**src/rtl/mult_pkg.sv**
```systemverilog
// Shared definitions for the iterative nibble-serial multiplier.
package mult_pkg;

  localparam int unsigned DIGIT_W = 4;

  typedef enum logic [1:0] {
    IDLE = 2'd0,
    CALC = 2'd1,
    DONE = 2'd2
  } state_t;

  function automatic int unsigned iter_count(input int unsigned n_digits);
    return n_digits * n_digits;
  endfunction

endpackage

```
**src/rtl/multiplier_4_bit.sv**
```systemverilog
// Combinational 4x4 unsigned multiplier producing an 8-bit product.
module multiplier_4_bit (
  input  logic [3:0] a,
  input  logic [3:0] b,
  output logic [7:0] p
);

  assign p = {4'b0000, a} * {4'b0000, b};

endmodule

```
**src/rtl/seq_multiplier_16_bit.sv**
```systemverilog
// Iterative unsigned multiplier: one 4x4 multiplier is reused over every nibble pair and the
// shifted partial products are summed into a product-width accumulator.
module seq_multiplier_16_bit
  import mult_pkg::*;
#(
  parameter int unsigned N_DIGITS = 4
) (
  input  logic                        clk,
  input  logic                        rst_n,
  input  logic                        in_valid,
  output logic                        in_ready,
  input  logic [DIGIT_W*N_DIGITS-1:0] a,
  input  logic [DIGIT_W*N_DIGITS-1:0] b,
  output logic                        out_valid,
  input  logic                        out_ready,
  output logic [2*DIGIT_W*N_DIGITS-1:0] p
);

  localparam int unsigned OP_W  = DIGIT_W * N_DIGITS;
  localparam int unsigned P_W   = 2 * OP_W;
  localparam int unsigned CNT_W = (N_DIGITS > 1) ? $clog2(N_DIGITS) : 1;
  localparam int unsigned SH_W  = $clog2(P_W);
  localparam int unsigned ITERS = iter_count(N_DIGITS);
  localparam logic [CNT_W-1:0] LAST_DIGIT = CNT_W'(N_DIGITS - 1);

  state_t           r_state, w_state_d;
  logic [OP_W-1:0]  r_a, w_a_d;
  logic [OP_W-1:0]  r_b, w_b_d;
  logic [P_W-1:0]   r_acc, w_acc_d;
  logic [P_W-1:0]   r_p, w_p_d;
  logic [CNT_W-1:0] r_i, w_i_d;
  logic [CNT_W-1:0] r_j, w_j_d;

  logic [DIGIT_W-1:0]   w_a_nib;
  logic [DIGIT_W-1:0]   w_b_nib;
  logic [2*DIGIT_W-1:0] w_prod;
  logic [SH_W-1:0]      w_shamt;
  logic [P_W-1:0]       w_partial;
  logic [P_W-1:0]       w_sum;

  assign w_a_nib = r_a[r_i*DIGIT_W +: DIGIT_W];
  assign w_b_nib = r_b[r_j*DIGIT_W +: DIGIT_W];

  multiplier_4_bit u_mul (
    .a (w_a_nib),
    .b (w_b_nib),
    .p (w_prod)
  );

  // Widen before adding the digit indices so i+j cannot wrap in CNT_W bits.
  assign w_shamt   = SH_W'(DIGIT_W) * (SH_W'(r_i) + SH_W'(r_j));
  assign w_partial = {{(P_W - 2 * DIGIT_W){1'b0}}, w_prod} << w_shamt;
  assign w_sum     = r_acc + w_partial;

  assign in_ready  = (r_state == IDLE);
  assign out_valid = (r_state == DONE);
  assign p         = r_p;

  always_comb begin
    w_state_d = r_state;
    w_a_d     = r_a;
    w_b_d     = r_b;
    w_acc_d   = r_acc;
    w_p_d     = r_p;
    w_i_d     = r_i;
    w_j_d     = r_j;
    case (r_state)
      IDLE: begin
        if (in_valid) begin
          w_a_d     = a;
          w_b_d     = b;
          w_acc_d   = '0;
          w_i_d     = '0;
          w_j_d     = '0;
          w_state_d = CALC;
        end
      end
      CALC: begin
        w_acc_d = w_sum;
        if (r_j == LAST_DIGIT) begin
          w_j_d = '0;
          if (r_i == LAST_DIGIT) begin
            w_i_d     = '0;
            w_p_d     = w_sum;
            w_state_d = DONE;
          end else begin
            w_i_d = r_i + CNT_W'(1);
          end
        end else begin
          w_j_d = r_j + CNT_W'(1);
        end
      end
      DONE: begin
        if (out_ready) begin
          w_state_d = IDLE;
        end
      end
      default: begin
        w_state_d = IDLE;
      end
    endcase
  end

  always_ff @(posedge clk or negedge rst_n) begin
    if (!rst_n) begin
      r_state <= IDLE;
      r_a     <= '0;
      r_b     <= '0;
      r_acc   <= '0;
      r_p     <= '0;
      r_i     <= '0;
      r_j     <= '0;
    end else begin
      r_state <= w_state_d;
      r_a     <= w_a_d;
      r_b     <= w_b_d;
      r_acc   <= w_acc_d;
      r_p     <= w_p_d;
      r_i     <= w_i_d;
      r_j     <= w_j_d;
    end
  end

  // ITERS is the number of CALC edges between accept and out_valid.
  logic [31:0] w_iters_unused;
  assign w_iters_unused = 32'(ITERS);

endmodule

```
**config.mk**
```make
export PLATFORM = sky130hd
export DESIGN_NAME = seq_multiplier_16_bit
export DESIGN_NICKNAME = d
export VERILOG_FILES = /design/src/rtl/mult_pkg.sv /design/src/rtl/multiplier_4_bit.sv /design/src/rtl/seq_multiplier_16_bit.sv
export SDC_FILE = /design/constraint.sdc
export NUM_CORES = 1
export LEC_CHECK = 0
export BUFFER_PORTS_ARGS = -buffer_cell sky130_fd_sc_hd__buf_2
export CORE_MARGIN = 2
export CORE_UTILIZATION = 50
export CTS_CLUSTER_DIAMETER = 150
export DETAILED_ROUTE_END_ITERATION = 10
export PLACE_DENSITY_LB_ADDON = 0.15
export REMOVE_ABC_BUFFERS = 1
export SLEW_MARGIN = 0
export SYNTH_ARGS = -nofsm -noshare
export SYNTH_HDL_FRONTEND = slang
export SYNTH_SLANG_ARGS = --single-unit
```
**constraint.sdc**
```tcl
create_clock -name clk -period 12.56 [get_ports clk]
set_input_delay 2.512 -clock clk [delete_from_list [all_inputs] [get_ports clk]]
set_output_delay 2.512 -clock clk [all_outputs]
set_load 0.01 [all_outputs]
```
; After elaboration in Yosys (flattened, before gate mapping)
; Cells that the tools add are included.
[op_classes]
n_reduce_logical = 7
mul = 1
mux = 13
n_shift = 3
eq_ne = 8
add_sub_neg = 4
[op_table]
columns = operator, count
row1 = case mux 32 bit (2 select lines), 1
row2 = adder 32 bit, 1
row3 = two-way mux 32 bit, 1
row4 = variable part select 16 x 5 -> 4 bit, 2
row5 = left shift 8 x 5 -> 32 bit, 1
row6 = two-way mux 2 bit, 8
row7 = multiplier 4 x 4 -> 8 bit, 1
row8 = case mux 2 bit (2 select lines), 2
row9 = "equality test 2 bit, second input constant", 3
row10 = "!= test 2 bit, second input constant", 3
row11 = case mux 2 bit (3 select lines), 1
row12 = AND reduction 3 bit, 2
row13 = "adder 2 x 1 -> 2 bit, second input constant", 2
row14 = AND reduction 2 bit, 2
row15 = AND reduction 4 bit, 1
row16 = adder 2 x 2 -> 3 bit, 1
row17 = "equality test 2 x 1 -> 1 bit, second input constant", 1
row18 = zero test 2 bit, 1
row19 = "!= test 2 x 1 -> 1 bit, second input constant", 1
row20 = nonzero test 2 bit, 1
[totals]
ff_bits = 102
word_cells = 43
in_bits = 36
out_inout_bits = 34

; Depth between registers and ports, before layout
; Gate-level depths: netlist (run 1).
[logic_depth]
word_depth = 5
ltp_mapped = 24
ltp_nobuf = 23

; Modules after synthesis
; A second synthesis (run 1) with hierarchy kept.
[unflattened]
hier_cells = 745
hier_area_um2 = 6628.9
[by_module_without_submodules]
columns = module, cells_per_inst, area_each_um2, n_inst
row1 = seq_multiplier_16_bit, 694, 6180.9, 1
row2 = multiplier_4_bit, 51, 447.9, 1

; Least setup slack after synthesis (run 1)
; OpenSTA, ideal clock, no wires.
[synth_timing]
path_kind = register to register
from = register r_i[0]
to = register r_p[28] (netlist: p[28])
required_ps = 12430
stages_incl_launch_ff = 25
arrival_time_ps = 5207
setup_slack_ps = 7224
setup_time_ps = 130
period_less_slack_ps = 5336
n_path_buf = 2
cell_sequence = dfrtp_1 > clkbuf_1 > mux4_2 > nand2_1 > fa_1 > inv_1 > fa_1 > ha_1 > a21oi_1 > inv_1 > a21oi_1 > xor2_1 > nor3_1 > a31oi_1 > nor2_1 > ha_1 > buf_2 > nand2_1 > a2111oi_4 > o31ai_4 > a211oi_2 > nor2_2 > o211ai_2 > mux2i_1 > o21ai_1
[synth_via]
elab_chain_len = 4
elab_cells_between_ends = 7
[synth_rtl]
columns = item, line
row1 = from (decl), seq_multiplier_16_bit.sv:31  ; logic [CNT_W-1:0] r_i, w_i_d;
row2 = from (signal assigned), seq_multiplier_16_bit.sv:119  ; r_i <= w_i_d;
row3 = variable part select 16 x 5 -> 4 bit, seq_multiplier_16_bit.sv:41  ; assign w_a_nib = r_a[r_i*DIGIT_W +: DIGIT_W];
row4 = multiplier 4 x 4 -> 8 bit, multiplier_4_bit.sv:8  ; assign p = {4'b0000, a} * {4'b0000, b};
row5 = left shift 8 x 5 -> 32 bit, seq_multiplier_16_bit.sv:52  ; assign w_partial = {{(P_W - 2 * DIGIT_W){1'b0}}, w_prod} << w_shamt;
row6 = adder 32 bit, seq_multiplier_16_bit.sv:53  ; assign w_sum = r_acc + w_partial;
row7 = to (signal assigned), seq_multiplier_16_bit.sv:118  ; r_p <= w_p_d;
row8 = to (decl), seq_multiplier_16_bit.sv:30  ; logic [P_W-1:0] r_p, w_p_d;
; Several ways; a longest one is shown, not always the timed one.
; A chain may end at the register's enable or synchronous reset.

; Worst setup path after layout (run 1)
; Ends and elaborated chain as after synthesis.

==> results of run 1 <==
per-layer routing:
layer / track usage [%] / vias to the layer above / wire length [µm]
met5: 0 / - / 0
met4: 8.82 / 0 / 341
li1: - / 2812 / -
met2: 35.3 / 117 / 7050
met3: 4.28 / 23 / 579
met1: 31.3 / 2596 / 7210
power by group through the flow:
stage | Combinational [µW] | Clock [µW] | Sequential [µW]
6_report | 1420 | 304 | 567
2_1_floorplan | 1060 | 0 | 566
3_3_place_gp | 1370 | 0 | 569
3_5_place_dp | 1410 | 0 | 574
5_1_grt | 1610 | 325 | 588
4_1_cts | 1420 | 311 | 570
cell families after synthesis:
| kind of cell | after synthesis | share of synthesized area [%] |
|---|---|---|
| AO/OA/AOI/OAI | 186 | 17.7 |
| XOR/XNOR | 27 | 3.51 |
| adder cells (fa/ha/maj) | 52 | 10.3 |
| buffers and inverters | 59 | 3.81 |
| flip-flops | 102 | 37.9 |
| multiplexers | 19 | 4.31 |
| AND/OR/NAND/NOR | 334 | 22.5 |
registers in the layout (all words and copies together) (netlist names):
| signal | count |
|---|---|
| p | 32 |
| r_acc | 32 |
| r_a | 16 |
| r_b | 16 |
| r_i | 2 |
| r_j | 2 |
| r_state | 2 |
layout by cell type, fill, tap and decap left out, types with 3 or more instances in the layout:
cell type and count:
a211oi_1 5, a21o_1 7, a21oi_1 38, a31oi_1 7
and2_1 17, and3_1 4, buf_2 68, buf_4 4
clkbuf_16 9, dfrtp_1 102, fa_1 6, ha_1 46
inv_1 19, mux2i_1 11, mux4_2 8, nand2_1 169
nand2b_1 12, nand3_1 40, nor2_1 48, nor2b_1 12
nor3_1 9, nor4b_1 3, o211ai_1 7, o21a_1 5
o21ai_0 47, o21ai_1 33, o21ai_2 4, o22ai_1 4
o31ai_1 4, or2_2 4, or3_1 3, xnor2_1 16
xor2_1 11
final cells by class:
class                      count  area, µm²  share of cell area [%]
clock buffer                   9        225                    3.01
clock inverter                 6       93.8                    1.26
inverter                      21       78.8                    1.05
multi-input combinational    618       3930                    52.6
sequential                   102       2550                    34.1
tap                          176        220                    2.95
timing repair buffer          72        370                    4.95
through the flow:
| step | total power (µW) | hold slack [ns] | util [%] |
|---|---|---|---|
| 2_1_floorplan | 1630 | 0.440 | - |
| 3_3_place_gp | 1940 | 0.455 | 54.2 |
| 3_5_place_dp | 1990 | 0.462 | 54.2 |
| 4_1_cts | 2300 | 0.480 | 56.7 |
| 5_1_grt | 2530 | 0.503 | 56.7 |
| 6_report | 2290 | 0.472 | 56.7 |
critical path: cells and delay by family (launching register included):
| family | cells | cell delay [ns] |
|---|---|---|
| flops | 1 | 0.57 |
| fa+ha+maj | 4 | 1.55 |
| mux | 2 | 0.90 |
| buf+inv | 2 | 0.15 |
| compound gates | 8 | 1.75 |
| xor+xnor | 1 | 0.26 |
| simple gates | 5 | 0.57 |
worst min-delay path by stage:
stage,to,slack (ns),depth (start not counted)
after floorplan,r_a[10],0.44,2
after global placement,r_b[7],0.46,2
after detailed placement,r_a[1],0.46,2
after CTS,r_a[1],0.48,2
after global routing,r_b[1],0.50,2
final,r_a[1],0.47,2
==> out/metrics.csv, run 1 <==
metric;value;unit
status;completed;
r2r worst-path depth;22;
core area;13200;µm²
Place WS;6.70;ns
worst min path class;flop to flop;
largest net degree at the start of global routing;68;
dominant cells by area after synthesis;dfrtp_1, nand2_1, ha_1;
Final Skew;0.0108;ns
worst setup margin;6.67;ns
worst-path fanout max;8;
Distinct cells, synth;65;
global-route wire length before repair;26400;µm
logic gate share of total power;62.0;%
Clk Latency, worst-skew pair;0.36;ns
Final Hold Viols;0;
Port Buf Inserts;69;
Final Cycle Share;46.9;%
dpl hpwl;11100;µm
crit path cell chain;mux4_2, nand2_1, fa_1, inv_1, fa_1, ha_1, a21oi_1, inv_1, a21oi_1, xor2_1, nor3_1, a31oi_1, nor2_1, ha_1, nand2_1, a2111oi_4, o31ai_4, a211oi_2, nor2_2, o211ai_2, mux2i_1, o21ai_1;
setup_tns;0;ns
CTS tree;done;
Top-Level Pins;70;
chip width;120;µm
crit path to;p[28];
Mapped Cells;779;
Placed Instances;989;
Slew Limit Fails;0;
area share of the largest cell type after synthesis;37.9;%
Die H;120;µm
FP Rows;42;
final setup fails;0;
Final ANT Viol Nets;0;
Critical Path Start;r_i[0];
CTS H-tree lvls;3;
Int Pwr;1200;µW
clock slew at reported path FFs;0.07;ns
part of the Yosys area used for sequential elements;37.9;%
CTS root buffer;clkbuf_16;
first drt pass iteration count;5;
setup repair after global routing missed its margin;no;
placed cell area;7160;µm²
Leak;0.00355;µW
Top FF cell, synth;dfrtp_1;
top-count cell post-synth;nand2_1;
worst ir drop on vdd;0.104;mV
fmax;170;MHz
CTS resizes;0;
switching pwr;1090;µW
Flop pwr share;24.7;%
fill count;1234;
global placer's final weighted congestion;0.967;
wire per inst;15.1;µm
diode count;0;
CTS Sinks;102;
Switching Share;47.7;%
DR vias;5548;
Post-synth EDFFs;0;
CTS Buf Count;9;
Mapped Area;6740;µm²
Max stage delay on crit path;0.63;ns
Initial DRC Count;318;
Slew HR;23.7;%
NumNets Final;912;
max_cap viols;0;
async set or reset register ratio after synthesis;100;%
reg-to-reg endpoint;p[28];
Max clock buf depth;2;
crit end category;flop;
Layout area overhead;11.0;%
Worst Tran Pin Value;1.14;ns
Hold Startpoint;r_a[1];
synthesized area per cell;8.65;µm²
Critical Path Slowest Stage Cell;mux4_2;
flops & latches, synth;102;
FF-to-FF setup slack;6.67;ns
design area;7470;µm²
grt total ovfl;0;
number of global-route vias before repair;5363;
Via-to-Cell Ratio;5.53;
# hold bufs at CTS;0;
die area;14400;µm²
PD cells;307;nW/µm²
Synth area leader;dfrtp_1;
post-route insts no fill;1004;
RR Startpoint;r_i[0];
Tmin final;5.89;ns
initial antenna violation count;0;
Yosys warnings;0;
Worst setup SP type;flop;
share of cells above drive strength 1;14.6;%
WS Path Type;flop to flop;
CP required;12.77;ns
routed wire length;15200;µm
GRT Total Usage;22.7;%
post-CTS setup buffers;0;
Post-synth top cells;nand2_1, dfrtp_1, nor2_1, o21ai_0, ha_1;
WP data arrival;6.10;ns
Clock power frac;13.3;%
Initial Utilization;51.1;%
DRC;0;
(Power assumes the default switching activity.)
==> inputs of run 2 (changes only) <==
==> constraint.sdc (replaced) <==
create_clock -name clk -period 5.8 [get_ports clk]
set_input_delay 1.16 -clock clk [delete_from_list [all_inputs] [get_ports clk]]
set_output_delay 1.16 -clock clk [all_outputs]
set_load 0.01 [all_outputs]
==> run 2 against run 1 <==
Power increased by 130%. Critical path type unchanged. Die area unchanged. Sequential share of layout area decreased by 1.0 points. Clock skew about the same. Non-clock buffer count increased by 19. Design area increased by 3.2%. Clock power increased by 89%. Clock-buffer cell count increased by 2. Routed wire length increased by 2.7%.
==> out/metrics.csv, run 2 (synthesized netlist as in run 1, its figures left out) <==
metric;value;unit
grt total ovfl;0;
Final Skew;0.0106;ns
crit path cell chain;mux4_2, buf_4, and2_1, fa_1, ha_1, ha_4, nand3_1, o211ai_1, nor2_1, xor2_1, o21a_1, buf_4, nor2_1, ha_2, a211oi_1, o21bai_1, a211oi_1, o21ai_1, a41oi_2, o211ai_2, mux2i_1, o21ai_1;
met2 Usage GRT;35.8;%
wire per inst;15.2;µm
WS Path Type;flop to flop;
fill count;1212;
gr busiest metal;met2;
Layout area overhead;14.5;%
CTS H-tree lvls;3;
DRC;0;
Largest delay share family, worst path;compound AO/OA/AOI/OAI gates;
Die H;120;µm
first drt pass iteration count;5;
area of the multi-input gates;4070;µm²
initial antenna violation count;0;
final setup fails;0;
most common cell after layout, fill and taps aside;nand2_1;
PD cells;689;nW/µm²
global-route wire length before repair;25900;µm
max_cap viols;0;
Critical Path Slowest Stage Cell;mux4_2;
die area;14400;µm²
diode count;0;
CTS tree;done;
core area;13200;µm²
WP data arrival;5.77;ns
worst ir drop on vdd;0.269;mV
Initial Utilization;51.1;%
crit end category;flop;
Leak;0.00361;µW
Total Power;5310;µW
Via-to-Cell Ratio;5.64;
Hold Startpoint;p[4];
Slew HR;21.8;%
Worst setup SP type;flop;
clock slew at reported path FFs;0.07;ns
CP bufs+invs;2;
global placer's final weighted congestion;0.978;
Max clock buf depth;2;
CTS Sinks;102;
met3 GRT Util;3.85;%
number of global-route vias before repair;5412;
CTS root buffer;clkbuf_16;
fmax;180;MHz
worst min path class;flop to flop;
register area;2550;µm²
share of cells above drive strength 1;19.5;%
RR Startpoint;r_j[0];
commonest cells after routing, fill and taps aside;nand2_1, dfrtp_1, buf_2;
post-route insts no fill;1024;
chip width;120;µm
Top-Level Pins;70;
Final Cycle Share;95.8;%
Critical Path Start;r_j[0];
fin util;58.5;%
CP required;6.01;ns
DR vias;5773;
Clk Latency, worst-skew pair;0.36;ns
Max stage delay on crit path;0.57;ns
Port Buf Inserts;69;
met1 usage;30.6;%
GRT Total Usage;22.4;%
setup repair after global routing missed its margin;yes;
Worst Tran Pin Value;1.17;ns
Slew Limit Fails;0;
FP Rows;42;
Final Hold Viols;0;
largest net degree at the start of global routing;68;
routed wire length;15600;µm
NumNets Final;931;
status;completed;
Placed Instances;995;
Initial DRC Count;321;
Final ANT Viol Nets;0;
worst-path fanout max;8;
CTS Buf Count;9;
dpl hpwl;11100;µm
Tmin final;5.56;ns
[run 2: stage by stage]
stage	setup slack, ns	cell area (µm²)	setup TNS, ns	hold WS, ns
final	0.241	7710	0	0.471
after detailed placement	-0.0507	7200	-0.0924	0.458
after CTS	0.00353	7480	0	0.476
after global placement	0.123	7200	0	0.456
after floorplan	0.572	6560	0	0.440
after global routing	-0.0667	7710	-0.134	0.501
[run 2: tightest hold or removal path, cell delays in order (launching register included)]
cell and delay, ns:
dfrtp_1 0.34, nand2_1 0.05, nand2_1 0.05
[run 2: report_power, final]
| part | internal [µW] | leakage [µW] | switching, µW |
|---|---|---|---|
| clock network | 296 | 0.000124 | 278 |
| registers | 1030 | 0.00129 | 201 |
| logic | 1460 | 0.00220 | 2050 |
[run 2: path summary, 6_finish.rpt]
check	cells past startpoint	slack, ns	endpoint
worst max-delay path	22	0.24	p[28]
worst min-delay path	2	0.47	p[4]
worst max register to register	22	0.24	p[28]
worst min register to register	2	0.47	p[4]
max in group asynchronous	2	3.84	r_j[0]
min in group asynchronous	1	0.86	p[13]
[run 2: what timing repair did]
item,4_1_cts,5_1_grt
resized for setup,2,28
pin swaps,0,21
setup endpoints to repair,4,34
hold buffers,0,0
setup buffers,0,13
[run 2: layout make-up]
type | instances | share of cell area, %
Inverter | 21 | 1.02
Clock buffer | 11 | 3.02
Sequential cell | 102 | 33.1
Tap cell | 176 | 2.86
Timing Repair Buffer | 91 | 6.70
Multi-Input combinational cell | 618 | 52.7
Clock inverter | 5 | 0.552
[run 2: per-layer routing]
| layer | wire length (µm) | vias up |
|---|---|---|
| li1 | - | 2835 |
| met1 | 7160 | 2762 |
| met2 | 7440 | 153 |
| met3 | 686 | 23 |
| met4 | 303 | 0 |
| met5 | 0 | - |
